`src/rtl/dmem_arb_pkg.sv`:
```
// Shared definitions for the data-memory arbiter.
// Provides the FSM and owner encodings, default widths, and the small
// combinational helpers used for winner selection and starvation counting.
package dmem_arb_pkg;

    localparam int DEF_ADDR_W       = 64;
    localparam int DEF_DATA_W       = 64;
    localparam int DEF_STARVE_LIMIT = 4;
    localparam int CNT_W            = 4;

    typedef enum logic {
        IDLE   = 1'b0,
        ACCESS = 1'b1
    } state_e;

    typedef enum logic {
        OWN_C = 1'b0,
        OWN_L = 1'b1
    } owner_e;

    // Core has fixed priority unless the loader has been passed over
    // STARVE_LIMIT times in a row.
    function automatic owner_e pick_owner(input logic cpu_req_v,
                                          input logic ld_req_v,
                                          input logic starved_v);
        owner_e own_v;
        if (cpu_req_v && ld_req_v) begin
            own_v = starved_v ? OWN_L : OWN_C;
        end else if (ld_req_v) begin
            own_v = OWN_L;
        end else begin
            own_v = OWN_C;
        end
        return own_v;
    endfunction

    // Increment that sticks at the limit instead of wrapping.
    function automatic logic [CNT_W-1:0] sat_inc(input logic [CNT_W-1:0] cnt_v,
                                                 input logic [CNT_W-1:0] limit_v);
        logic [CNT_W-1:0] res_v;
        if (cnt_v >= limit_v) begin
            res_v = limit_v;
        end else begin
            res_v = cnt_v + 4'd1;
        end
        return res_v;
    endfunction

endpackage

```
`src/rtl/dmem_arbiter.sv`:
```
// Single-port data memory arbiter between the core (port C) and the
// loader/debug engine (port L).
//
// Ports:
//   clock, reset                      rising-edge clock, async active-low reset
//   cpu_req/we/addr/wdata             core command inputs
//   cpu_gnt, cpu_rvalid, cpu_rdata    core grant, read-valid pulse, read data
//   cpu_stall                         cpu_req & ~cpu_gnt (combinational)
//   ld_*                              same set for the loader port
//   mem_write, mem_read, mem_addr,
//   mem_wdata                         memory command, zero outside ACCESS
//   mem_rdata                         combinational read data from memory
//
// Each grant takes two cycles: IDLE picks a winner and latches its command,
// ACCESS drives the memory and captures read data at its closing edge.
module dmem_arbiter
    import dmem_arb_pkg::*;
#(
    parameter int ADDR_W       = DEF_ADDR_W,
    parameter int DATA_W       = DEF_DATA_W,
    parameter int STARVE_LIMIT = DEF_STARVE_LIMIT
) (
    input  logic              clock,
    input  logic              reset,
    input  logic              cpu_req,
    input  logic              cpu_we,
    input  logic [ADDR_W-1:0] cpu_addr,
    input  logic [DATA_W-1:0] cpu_wdata,
    output logic              cpu_gnt,
    output logic              cpu_rvalid,
    output logic [DATA_W-1:0] cpu_rdata,
    output logic              cpu_stall,
    input  logic              ld_req,
    input  logic              ld_we,
    input  logic [ADDR_W-1:0] ld_addr,
    input  logic [DATA_W-1:0] ld_wdata,
    output logic              ld_gnt,
    output logic              ld_rvalid,
    output logic [DATA_W-1:0] ld_rdata,
    output logic              mem_write,
    output logic              mem_read,
    output logic [ADDR_W-1:0] mem_addr,
    output logic [DATA_W-1:0] mem_wdata,
    input  logic [DATA_W-1:0] mem_rdata
);

    localparam logic [CNT_W-1:0] STARVE_LIM_C = CNT_W'(STARVE_LIMIT);

    state_e              state_r,      state_s;
    owner_e              owner_r,      owner_s;
    logic                we_r,         we_s;
    logic [ADDR_W-1:0]   addr_r,       addr_s;
    logic [DATA_W-1:0]   wdata_r,      wdata_s;
    logic [CNT_W-1:0]    starve_cnt_r, starve_cnt_s;
    logic                cpu_rvalid_r, cpu_rvalid_s;
    logic                ld_rvalid_r,  ld_rvalid_s;
    logic [DATA_W-1:0]   cpu_rdata_r,  cpu_rdata_s;
    logic [DATA_W-1:0]   ld_rdata_r,   ld_rdata_s;

    // State register: FSM state, latched command, starvation count, read returns.
    always_ff @(posedge clock or negedge reset) begin
        if (!reset) begin
            state_r      <= IDLE;
            owner_r      <= OWN_C;
            we_r         <= 1'b0;
            addr_r       <= {ADDR_W{1'b0}};
            wdata_r      <= {DATA_W{1'b0}};
            starve_cnt_r <= 4'd0;
            cpu_rvalid_r <= 1'b0;
            ld_rvalid_r  <= 1'b0;
            cpu_rdata_r  <= {DATA_W{1'b0}};
            ld_rdata_r   <= {DATA_W{1'b0}};
        end else begin
            state_r      <= state_s;
            owner_r      <= owner_s;
            we_r         <= we_s;
            addr_r       <= addr_s;
            wdata_r      <= wdata_s;
            starve_cnt_r <= starve_cnt_s;
            cpu_rvalid_r <= cpu_rvalid_s;
            ld_rvalid_r  <= ld_rvalid_s;
            cpu_rdata_r  <= cpu_rdata_s;
            ld_rdata_r   <= ld_rdata_s;
        end
    end

    // Next-state logic: arbitration and command latch in IDLE, read capture in ACCESS.
    always_comb begin
        state_s      = state_r;
        owner_s      = owner_r;
        we_s         = we_r;
        addr_s       = addr_r;
        wdata_s      = wdata_r;
        starve_cnt_s = starve_cnt_r;
        cpu_rvalid_s = 1'b0;
        ld_rvalid_s  = 1'b0;
        cpu_rdata_s  = cpu_rdata_r;
        ld_rdata_s   = ld_rdata_r;
        case (state_r)
            IDLE: begin
                if (cpu_req || ld_req) begin
                    state_s = ACCESS;
                    owner_s = pick_owner(cpu_req, ld_req, starve_cnt_r == STARVE_LIM_C);
                    if (owner_s == OWN_L) begin
                        we_s         = ld_we;
                        addr_s       = ld_addr;
                        wdata_s      = ld_wdata;
                        starve_cnt_s = 4'd0;
                    end else begin
                        we_s    = cpu_we;
                        addr_s  = cpu_addr;
                        wdata_s = cpu_wdata;
                        // Only a pending loader request counts as being passed over.
                        if (ld_req) begin
                            starve_cnt_s = sat_inc(starve_cnt_r, STARVE_LIM_C);
                        end else begin
                            starve_cnt_s = 4'd0;
                        end
                    end
                end else begin
                    starve_cnt_s = 4'd0;
                end
            end
            ACCESS: begin
                state_s = IDLE;
                if (!we_r) begin
                    if (owner_r == OWN_L) begin
                        ld_rdata_s  = mem_rdata;
                        ld_rvalid_s = 1'b1;
                    end else begin
                        cpu_rdata_s  = mem_rdata;
                        cpu_rvalid_s = 1'b1;
                    end
                end else begin
                    cpu_rvalid_s = 1'b0;
                    ld_rvalid_s  = 1'b0;
                end
            end
            default: begin
                state_s = IDLE;
            end
        endcase
    end

    // Output logic: memory strobes and grants exist only in ACCESS, so an
    // asynchronous reset of state_r removes them without a clock edge.
    always_comb begin
        mem_write = 1'b0;
        mem_read  = 1'b0;
        mem_addr  = {ADDR_W{1'b0}};
        mem_wdata = {DATA_W{1'b0}};
        cpu_gnt   = 1'b0;
        ld_gnt    = 1'b0;
        if (state_r == ACCESS) begin
            mem_write = we_r;
            mem_read  = ~we_r;
            mem_addr  = addr_r;
            mem_wdata = wdata_r;
            cpu_gnt   = (owner_r == OWN_C);
            ld_gnt    = (owner_r == OWN_L);
        end else begin
            cpu_gnt = 1'b0;
            ld_gnt  = 1'b0;
        end
        cpu_stall = cpu_req & ~cpu_gnt;
    end

    assign cpu_rvalid = cpu_rvalid_r;
    assign ld_rvalid  = ld_rvalid_r;
    assign cpu_rdata  = cpu_rdata_r;
    assign ld_rdata   = ld_rdata_r;

endmodule

```
`config.mk`:
```
export PLATFORM = sky130hd
export DESIGN_NAME = dmem_arbiter
export DESIGN_NICKNAME = d
export VERILOG_FILES = /design/src/rtl/dmem_arb_pkg.sv /design/src/rtl/dmem_arbiter.sv
export SDC_FILE = /design/constraint.sdc
export NUM_CORES = 1
export LEC_CHECK = 0
export ABC_AREA = 1
export ABC_CLOCK_PERIOD_IN_PS = 1400
export CAP_MARGIN = 20
export CORE_UTILIZATION = 25
export CTS_BUF_LIST = sky130_fd_sc_hd__clkbuf_16
export DETAILED_ROUTE_END_ITERATION = 8
export HOLD_SLACK_MARGIN = 0.02
export MAX_ROUTING_LAYER = met4
export PLACE_DENSITY = 0.53
export RECOVER_POWER = 25
export SYNTH_ARGS = -nofsm -noshare
export SYNTH_HDL_FRONTEND = slang
export SYNTH_SLANG_ARGS = --single-unit
```
`constraint.sdc`:
```
create_clock -name clock -period 1.4 [get_ports clock]
set_input_delay 0.28 -clock clock [delete_from_list [all_inputs] [get_ports clock]]
set_output_delay 0.28 -clock clock [all_outputs]
set_load 0.02 [all_outputs]
```
# After elaboration in Yosys (flattened, before gate mapping)
# Index checks and enable logic that the tools add are counted.
# totals
in_bits	326
register_bits	265
output_inout_bits	263
wordCells	49
# classes
n_eq_ne	1
muxes	26
magnitude_cmp	1
reduce_logical	5
bitwise	5
addsub	1
# ops
op	count
$mux W64	4
$mux W1	17
$mux W4	4
$reduce_and A3 Y1	2
$add A4 B1 Y4 const B	1
$eq A4 B3 Y1 const B	1
$ge A4 B3 Y1 const B	1
$not A1 Y1	4
$pmux W1 S2	1
$reduce_and A2 Y1	1
$and A1 B1 Y1	1
$logic_and A1 B1 Y1	1
$logic_or A1 B1 Y1	1

# Longest topological paths before layout
# Gate-level depths: netlist of the first run.
# depth
depth_word	7
depth_mapped	10
mapped_depth_nobuf	8

# Worst setup path after synthesis of the first run
# No wires, ideal clock.
# synth_path
path_type	reg-to-reg
from	register starve_cnt_r[0]
to	register addr_r[38]
required_ns	1.282
path_slack_ns	-0.013
setup_ns	0.118
stages_incl_launch_ff	11
n_path_buf	2
t_arrival_ns	1.295
period_less_slack_ns	1.413
path_cell_list	dfrtp_1 inv_1 ha_1 nand3_1 nand2_2 nand2_2 buf_4 buf_2 nand2_1 nand3_1 nand2_1
# synth_via
elab_chain_len	6
# synth_rtl
element	line_no	rtl
start, declared	dmem_arbiter.sv:54	logic [CNT_W-1:0] starve_cnt_r, starve_cnt_s;
start signal, assigned	dmem_arbiter.sv:79	starve_cnt_r <= starve_cnt_s;
$eq A4 B3 Y1	dmem_arbiter.sv:103	owner_s = pick_owner(cpu_req, ld_req, starve_cnt_r == STARVE_LIM_C);
$mux W1	dmem_arb_pkg.sv:28	own_v = starved_v ? OWN_L : OWN_C;
$mux W1	dmem_arb_pkg.sv:27	if (cpu_req_v && ld_req_v) begin
$mux W1	dmem_arbiter.sv:101	if (cpu_req || ld_req) begin
$mux W1	dmem_arbiter.sv:99	case (state_r)
$mux W64	dmem_arbiter.sv:104	if (owner_s == OWN_L) begin
end signal, assigned	dmem_arbiter.sv:66	addr_r <= {ADDR_W{1'b0}};
end signal, assigned	dmem_arbiter.sv:77	addr_r <= addr_s;
end, declared	dmem_arbiter.sv:52	logic [ADDR_W-1:0] addr_r, addr_s;
# No other way between the ends. The select of a mux whose other input is x is not followed.
# A chain may end at the register's enable or synchronous reset.

# Worst setup path in the final report of the first run
# layout_path
from	register state_r
to	output port mem_read
# layout_via
elab_chain_len	1
# layout_rtl
element	line_no	rtl
start, declared	dmem_arbiter.sv:49	state_e state_r, state_s;
start signal, assigned	dmem_arbiter.sv:74	state_r <= state_s;
$mux W1	dmem_arbiter.sv:154	if (state_r == ACCESS) begin
end, declared	dmem_arbiter.sv:41	output logic mem_read,
# No other way between the ends.

==> impl_metrics.toml, run 1 <==
[placement]
gp_congestion = 0.870
detailed_place.area_um2 = 20600
port-buffer-count = 588
dp_cells = 3141
dp.final_hpwl_um = 38200
pre_cts_slack_ps = -542

[setup_path]
timing.critical_path.arrival_ps = 1720
critical-path-slowest-cell = "sky130_fd_sc_hd__dfrtp_4"
worst-path-max-fanout = 7
kind_of_end_point_of_the_critical_path = "output port"
crit_path_frequent_cell = "sky130_fd_sc_hd__buf_4"
cp.required_ps = 1120
critPathTopFamily = "buffers and inverters"
worstPathBufferInverterCount = 5
critPathKind = "reg2out"
timing.critical_path.cells = "buf_4 -> inv_4 -> buf_6 -> nor2_4 -> buf_4 -> buf_4"
max_stage_delay_ps = 530
critPathLaunchType = "register"

[hold_path]
min-delay-path-class = "in2reg"

[global_routing]
met1_usage_in_global_routing_pct = 23.7
vias_in_the_first_global_route = 13900
track_usage_pct = 18.9
grt.overflow.total = 0
globalRouteMet3Util_pct = 4.93
grt_use_met2_pct = 30.7
grt_antenna_before_repair = 4
grt_pass1_wl_um = 80000
gr-max-usage-layer = "met2"
grt_max_degree = 77

[finish]
final_cell_area_um2 = 22200
filler_cell_count = 5463
finish.cell_count_without_fillers = 3272
finish.net_count = 2884
drive_above_1_share_pct = 21.2
layout-area-overhead-vs-synth_pct = 64.1

[yosys]
synth.distinct_cells = 21
synth_top_area_share_pct = 49.0
edff_count_synth = 0
netlist_instances = 1901
yosysTopAreaCell = "sky130_fd_sc_hd__dfrtp_1"
netlist_top_cells_count = "sky130_fd_sc_hd__nand2_1 (654), sky130_fd_sc_hd__inv_1 (460), sky130_fd_sc_hd__dfrtp_1 (265)"
netlist_area_um2 = 13500
dominantRegCellSynth = "sky130_fd_sc_hd__dfrtp_1"
synth_seq_cells = 265
synth.top_cells.by_area = "sky130_fd_sc_hd__dfrtp_1 (49%), sky130_fd_sc_hd__nand2_1 (18%), sky130_fd_sc_hd__inv_1 (13%)"
synth_nets = 2229
yosys.cell_count.top_type = "sky130_fd_sc_hd__nand2_1"
ys_warn_count = 0
async_reset_ff_share_pct = 100
avgSynthCellArea_um2 = 7.13
synth.yosys.seq_area_share_pct = 49.0

[drt]
vias_per_cell = 4.31
drt_iter0_drc = 871
post-route-drc-count = 0
vias = 14100
route.final.wire_length_um = 53000
antenna_violation_net_count_after_detailed_routing = 0
drt-pass1-iter-count = 5
post_drt_wl_per_cell_um = 16.2

[run_status]
failed_checks = "negative setup slack"
run_status = "finished, violations left"

[die]
die-width_um = 235
ioPinCount = 589
initial_standard_cell_utilization_of_the_core_pct = 25.5
row_count = 84
core_area_um2 = 53100
floorplan.die_area_um2 = 55100
die_h_um = 235

[power_and_ir_drop]
power_density_nw_per_um2 = 1620
power.combinational.fraction_pct = 43.4
leakage_nw = 12.8
switchingPower_w = 0.0137
seq_pwr_share_pct = 33.9
clockPowerShare_pct = 22.7
peakVddDrop_v = 0.000706
swShare_pct = 38.1
power_report.internal_total_w = 0.0223

[clock_network]
tritoncts = "yes"
h-tree-depth = 2
clock_path_buffers = 3
tritoncts_num_sinks = 265
clk_pin_slew_worst_paths_ps = 50
insertion_delay_ps = 540
cts-buffers-inserted = 34
cts.root.buffer_cell = "sky130_fd_sc_hd__clkbuf_16"

[sta]
maxSlewViolCount = 0
tightestPinTransition_ps = 982
fin_ws_ps = -605
period_minus_slack_ps = 2000
tns_ps = -119510
fin_worst_hold_slack_ps = 239
final_setup_skew_ps = 21.8
finalCritPeriodShare_pct = 143
finalHoldViolations = 0
setup_viol_count_final = 394
maxClockFrequency_ghz = 0.499
slew-limit-headroom_pct = 34.6
unrepaired_setup_endpoints_after_global_routing = "yes"

[run]
timing.max_cap.violations = 0
## power by group through the flow
stage / Combinational, W / Sequential, W / Clock, W
6_report: 0.0156 / 0.0122 / 0.00818
5_1_grt: 0.0168 / 0.0125 / 0.00881
4_1_cts: 0.0153 / 0.0120 / 0.00845
3_5_place_dp: 0.0152 / 0.0120 / 0
3_3_place_gp: 0.0151 / 0.0120 / 0
2_1_floorplan: 0.00497 / 0.0140 / 0
## path summary, 6_finish.rpt
path / startpoint / endpoint / slack [ps] / depth (start not counted)
min in group asynchronous: reset / cpu_rdata[47]$_DFFE_PN0P_ / 460 / 2
min: ld_req / addr_r[36]$_DFFE_PN0P_ / 240 / 4
max in group asynchronous: reset / addr_r[58]$_DFFE_PN0P_ / 80 / 3
min reg2reg: addr_r[13]$_DFFE_PN0P_ / addr_r[13]$_DFFE_PN0P_ / 480 / 2
max reg2reg: state_r$_DFF_PN0_ / wdata_r[15]$_DFFE_PN0P_ / -300 / 9
max: state_r$_DFF_PN0_ / mem_read / -600 / 6
## per-layer routing
layer / vias to the layer above / wire length (um)
met2: 499 / 25400
met4: 0 / 1050
met1: 6646 / 22800
met5: - / 0
li1: 6910 / -
met3: 61 / 3780
## metrics by stage
stage	power, W	util, %
finish	0.0360	41.9
CTS	0.0358	40.9
floorplan	0.0189	-
global placement	0.0271	38.9
detailed placement	0.0272	38.9
global route	0.0381	41.9
## worst reg2reg max path: cells and delay by family, from the launching register on
family	cells	cell delay, ps
buffers and inverters	5	730
DFF	1	530
and+or+nand+nor	4	380
## cells in the final DEF, fill, tap and decap left out, drive strengths merged
cell,count
ha,2
nand2,659
inv,475
bufinv,2
o21ai,128
buf,347
o22ai,1
bufbuf,2
a31oi,1
diode,4
nor2,6
clkinv,11
clkinvlp,2
dfrtp,265
nor3,1
nand3,259
dlygate4sd3,1
clkbuf,94
clkdlybuf4s50,323
nand4,1
## repair_timing
action,4_1_cts,5_1_grt
pin swaps,0,1
hold endpoints to repair,260,0
gates resized for setup,586,603
setup endpoints to repair,523,525
buffers inserted,9,47
gates cloned,6,7
hold buffers,1,0
## logic make-up after synthesis
| logic type | after synthesis | synth area share, % |
|---|---|---|
| adders and majority gates | 2 | 0.185 |
| AOI/OAI and AO/OA | 130 | 4.82 |
| DFF | 265 | 49.0 |
| buffers and inverters | 578 | 17.8 |
| and+or+nand+nor | 926 | 28.2 |
## layout make-up
| type | count | area [um2] | area share (%) |
|---|---|---|---|
| diodes | 4 | 10.0 | 0.0450 |
| clock buffers | 34 | 851 | 3.83 |
| clock inverters | 26 | 185 | 0.833 |
| inverters | 464 | 1760 | 7.91 |
| multi-input cells | 1058 | 4780 | 21.5 |
| flip-flops and latches | 265 | 6640 | 29.8 |
| well taps | 688 | 861 | 3.87 |
| repair buffers | 733 | 7150 | 32.2 |
## state kept, by name (all words and copies together) (netlist names)
name	cells
state_r	1
addr_r	64
owner_r	1
ld_rdata	64
starve_cnt_r	4
cpu_rdata	64
wdata_r	64
we_r	1
cpu_rvalid	1
ld_rvalid	1
No activity file was read; power rests on OpenSTA's default activity.
==> inputs of run 2 (changes only) <==
- CORE_AREA: not set -> 2 2 226 228
- CORE_UTILIZATION: 25 -> not set
- DIE_AREA: not set -> 0 0 228 230
- PLACE_DENSITY: 0.53 -> 0.57
- REMOVE_ABC_BUFFERS: not set -> 1
==> impl_metrics.toml, run 2 (same netlist as run 1, synthesis figures left out) <==
[run_status]
run_status = "finished, violations left"
failed_checks = "negative setup slack"

[finish]
finish.net_count = 2870
filler_cell_count = 5134
layout-area-overhead-vs-synth_pct = 63.0
drive_above_1_share_pct = 20.8
final_cell_area_um2 = 22100
layout_commonest_cell = "sky130_fd_sc_hd__nand2_1"
commonest_cells_after_routing_fill_and_taps_aside = "sky130_fd_sc_hd__nand2_1 (605), sky130_fd_sc_hd__inv_1 (440), sky130_fd_sc_hd__clkdlybuf4s50_1 (323)"

[die]
core_area_um2 = 49900
row_count = 82
die-width_um = 228
floorplan.die_area_um2 = 52400
die_h_um = 230
ioPinCount = 589
initial_standard_cell_utilization_of_the_core_pct = 27.2

[power_and_ir_drop]
peakVddDrop_v = 0.000760
leakage_nw = 12.7
power_density_nw_per_um2 = 1600
post-layout-total-power_w = 0.0352

[sta]
tightestPinTransition_ps = 739
final_setup_skew_ps = 14.5
maxSlewViolCount = 0
setup_viol_count_final = 395
tns_ps = -115800
slew-limit-headroom_pct = 50.7
finalHoldViolations = 0
finalCritPeriodShare_pct = 143
maxClockFrequency_ghz = 0.499
fin_ws_ps = -603
unrepaired_setup_endpoints_after_global_routing = "yes"
period_minus_slack_ps = 2000

[global_routing]
grt_pass1_wl_um = 82700
grt_max_degree = 55
vias_in_the_first_global_route = 14200
track_usage_pct = 21.0
grt.overflow.total = 0
grt_antenna_before_repair = 8

[setup_path]
timing.critical_path.cells = "buf_8 -> buf_16 -> clkbuf_16 -> nand2_2 -> inv_2 -> buf_6"
worst-path-max-fanout = 5
timing.critical_path.arrival_ps = 1720
kind_of_end_point_of_the_critical_path = "output port"
timing.reg2reg.setup_slack_ps = -330
cp.required_ps = 1120
max_stage_delay_ps = 510
critical-path-slowest-cell = "sky130_fd_sc_hd__dfrtp_4"
critPathLaunchType = "register"
critPathKind = "reg2out"

[drt]
vias = 14100
antenna_violation_net_count_after_detailed_routing = 0
post_drt_wl_per_cell_um = 17.1
post-route-drc-count = 0
drt_iter0_drc = 804
vias_per_cell = 4.34
route.final.wire_length_um = 55500
drt-pass1-iter-count = 5

[clock_network]
cts.root.buffer_cell = "sky130_fd_sc_hd__clkbuf_16"
insertion_delay_ps = 540
clock_path_buffers = 3
tritoncts = "yes"
tritoncts_num_sinks = 265
h-tree-depth = 2
cts-buffers-inserted = 34
clk_pin_slew_worst_paths_ps = 50

[placement]
gp_congestion = 0.948
detailed_place.area_um2 = 20700
pre_cts_slack_ps = -469
dp.final_hpwl_um = 39500
port-buffer-count = 588

[run]
timing.max_cap.violations = 0

[hold_path]
min-delay-path-class = "in2reg"
## run 2: path summary, 6_finish.rpt
| path | to | startpoint | cells after the start |
|---|---|---|---|
| max | mem_wdata[43] | state_r$_DFF_PN0_ | 6 |
| min | starve_cnt_r[1]$_DFFE_PN0N_ | ld_req | 5 |
| max reg2reg | wdata_r[20]$_DFFE_PN0P_ | state_r$_DFF_PN0_ | 9 |
| min reg2reg | addr_r[39]$_DFFE_PN0P_ | addr_r[39]$_DFFE_PN0P_ | 2 |
| max in group asynchronous | wdata_r[61]$_DFFE_PN0P_ | reset | 4 |
| min in group asynchronous | cpu_rdata[27]$_DFFE_PN0P_ | reset | 2 |
## run 2: routing by layer
| layer | share of wire [%] | track usage (%) | vias to the layer above |
|---|---|---|---|
| li1 | - | - | 6907 |
| met1 | 41 | 24.4 | 6568 |
| met2 | 49 | 34.3 | 503 |
| met3 | 6.4 | 5.26 | 110 |
| met4 | 3.8 | 9.25 | 0 |
| met5 | 0 | - | - |
## run 2: layout make-up
| cell class | count | area (um2) | area share, % |
|---|---|---|---|
| clock buffers | 34 | 851 | 3.85 |
| clock inverters | 26 | 188 | 0.850 |
| multi-input cells | 1058 | 4740 | 21.5 |
| well taps | 672 | 841 | 3.81 |
| flip-flops and latches | 265 | 6640 | 30.0 |
| diodes | 8 | 20.0 | 0.0907 |
| repair buffers | 719 | 7050 | 31.9 |
| inverters | 464 | 1760 | 7.98 |
## run 2: per-stage QoR
step / hold WS (ps) / instances / utilization, %
final: 240 / 3246 / 44.3
after global routing: 248 / 3246 / 44.3
after CTS: 174 / 3226 / 43.4
after detailed placement: 151 / 3135 / 41.5
after global placement: 149 / 3135 / 41.5
after floorplan: -15.6 / 1787 / -
## run 2: where the power goes
group / switching [W] / internal [W] / leakage [nW]
sequential: 0.00162 / 0.0103 / 3.24
combinational: 0.00864 / 0.00634 / 8.96
clock: 0.00347 / 0.00481 / 0.540
## run 2: worst max-delay path, delay by kind of cell, from the launching register on
family                 cells  cell delay (ps)
buffers and inverters      5              600
DFF                        1              510
and+or+nand+nor            1               60
## run 2: what timing repair did
item,in CTS,in global routing
gates cloned,11,6
hold endpoints to repair,196,0
resized for setup,1201,102
setup endpoints to repair,525,465
hold buffers,1,0
pin swaps,0,1
setup buffers,19,7
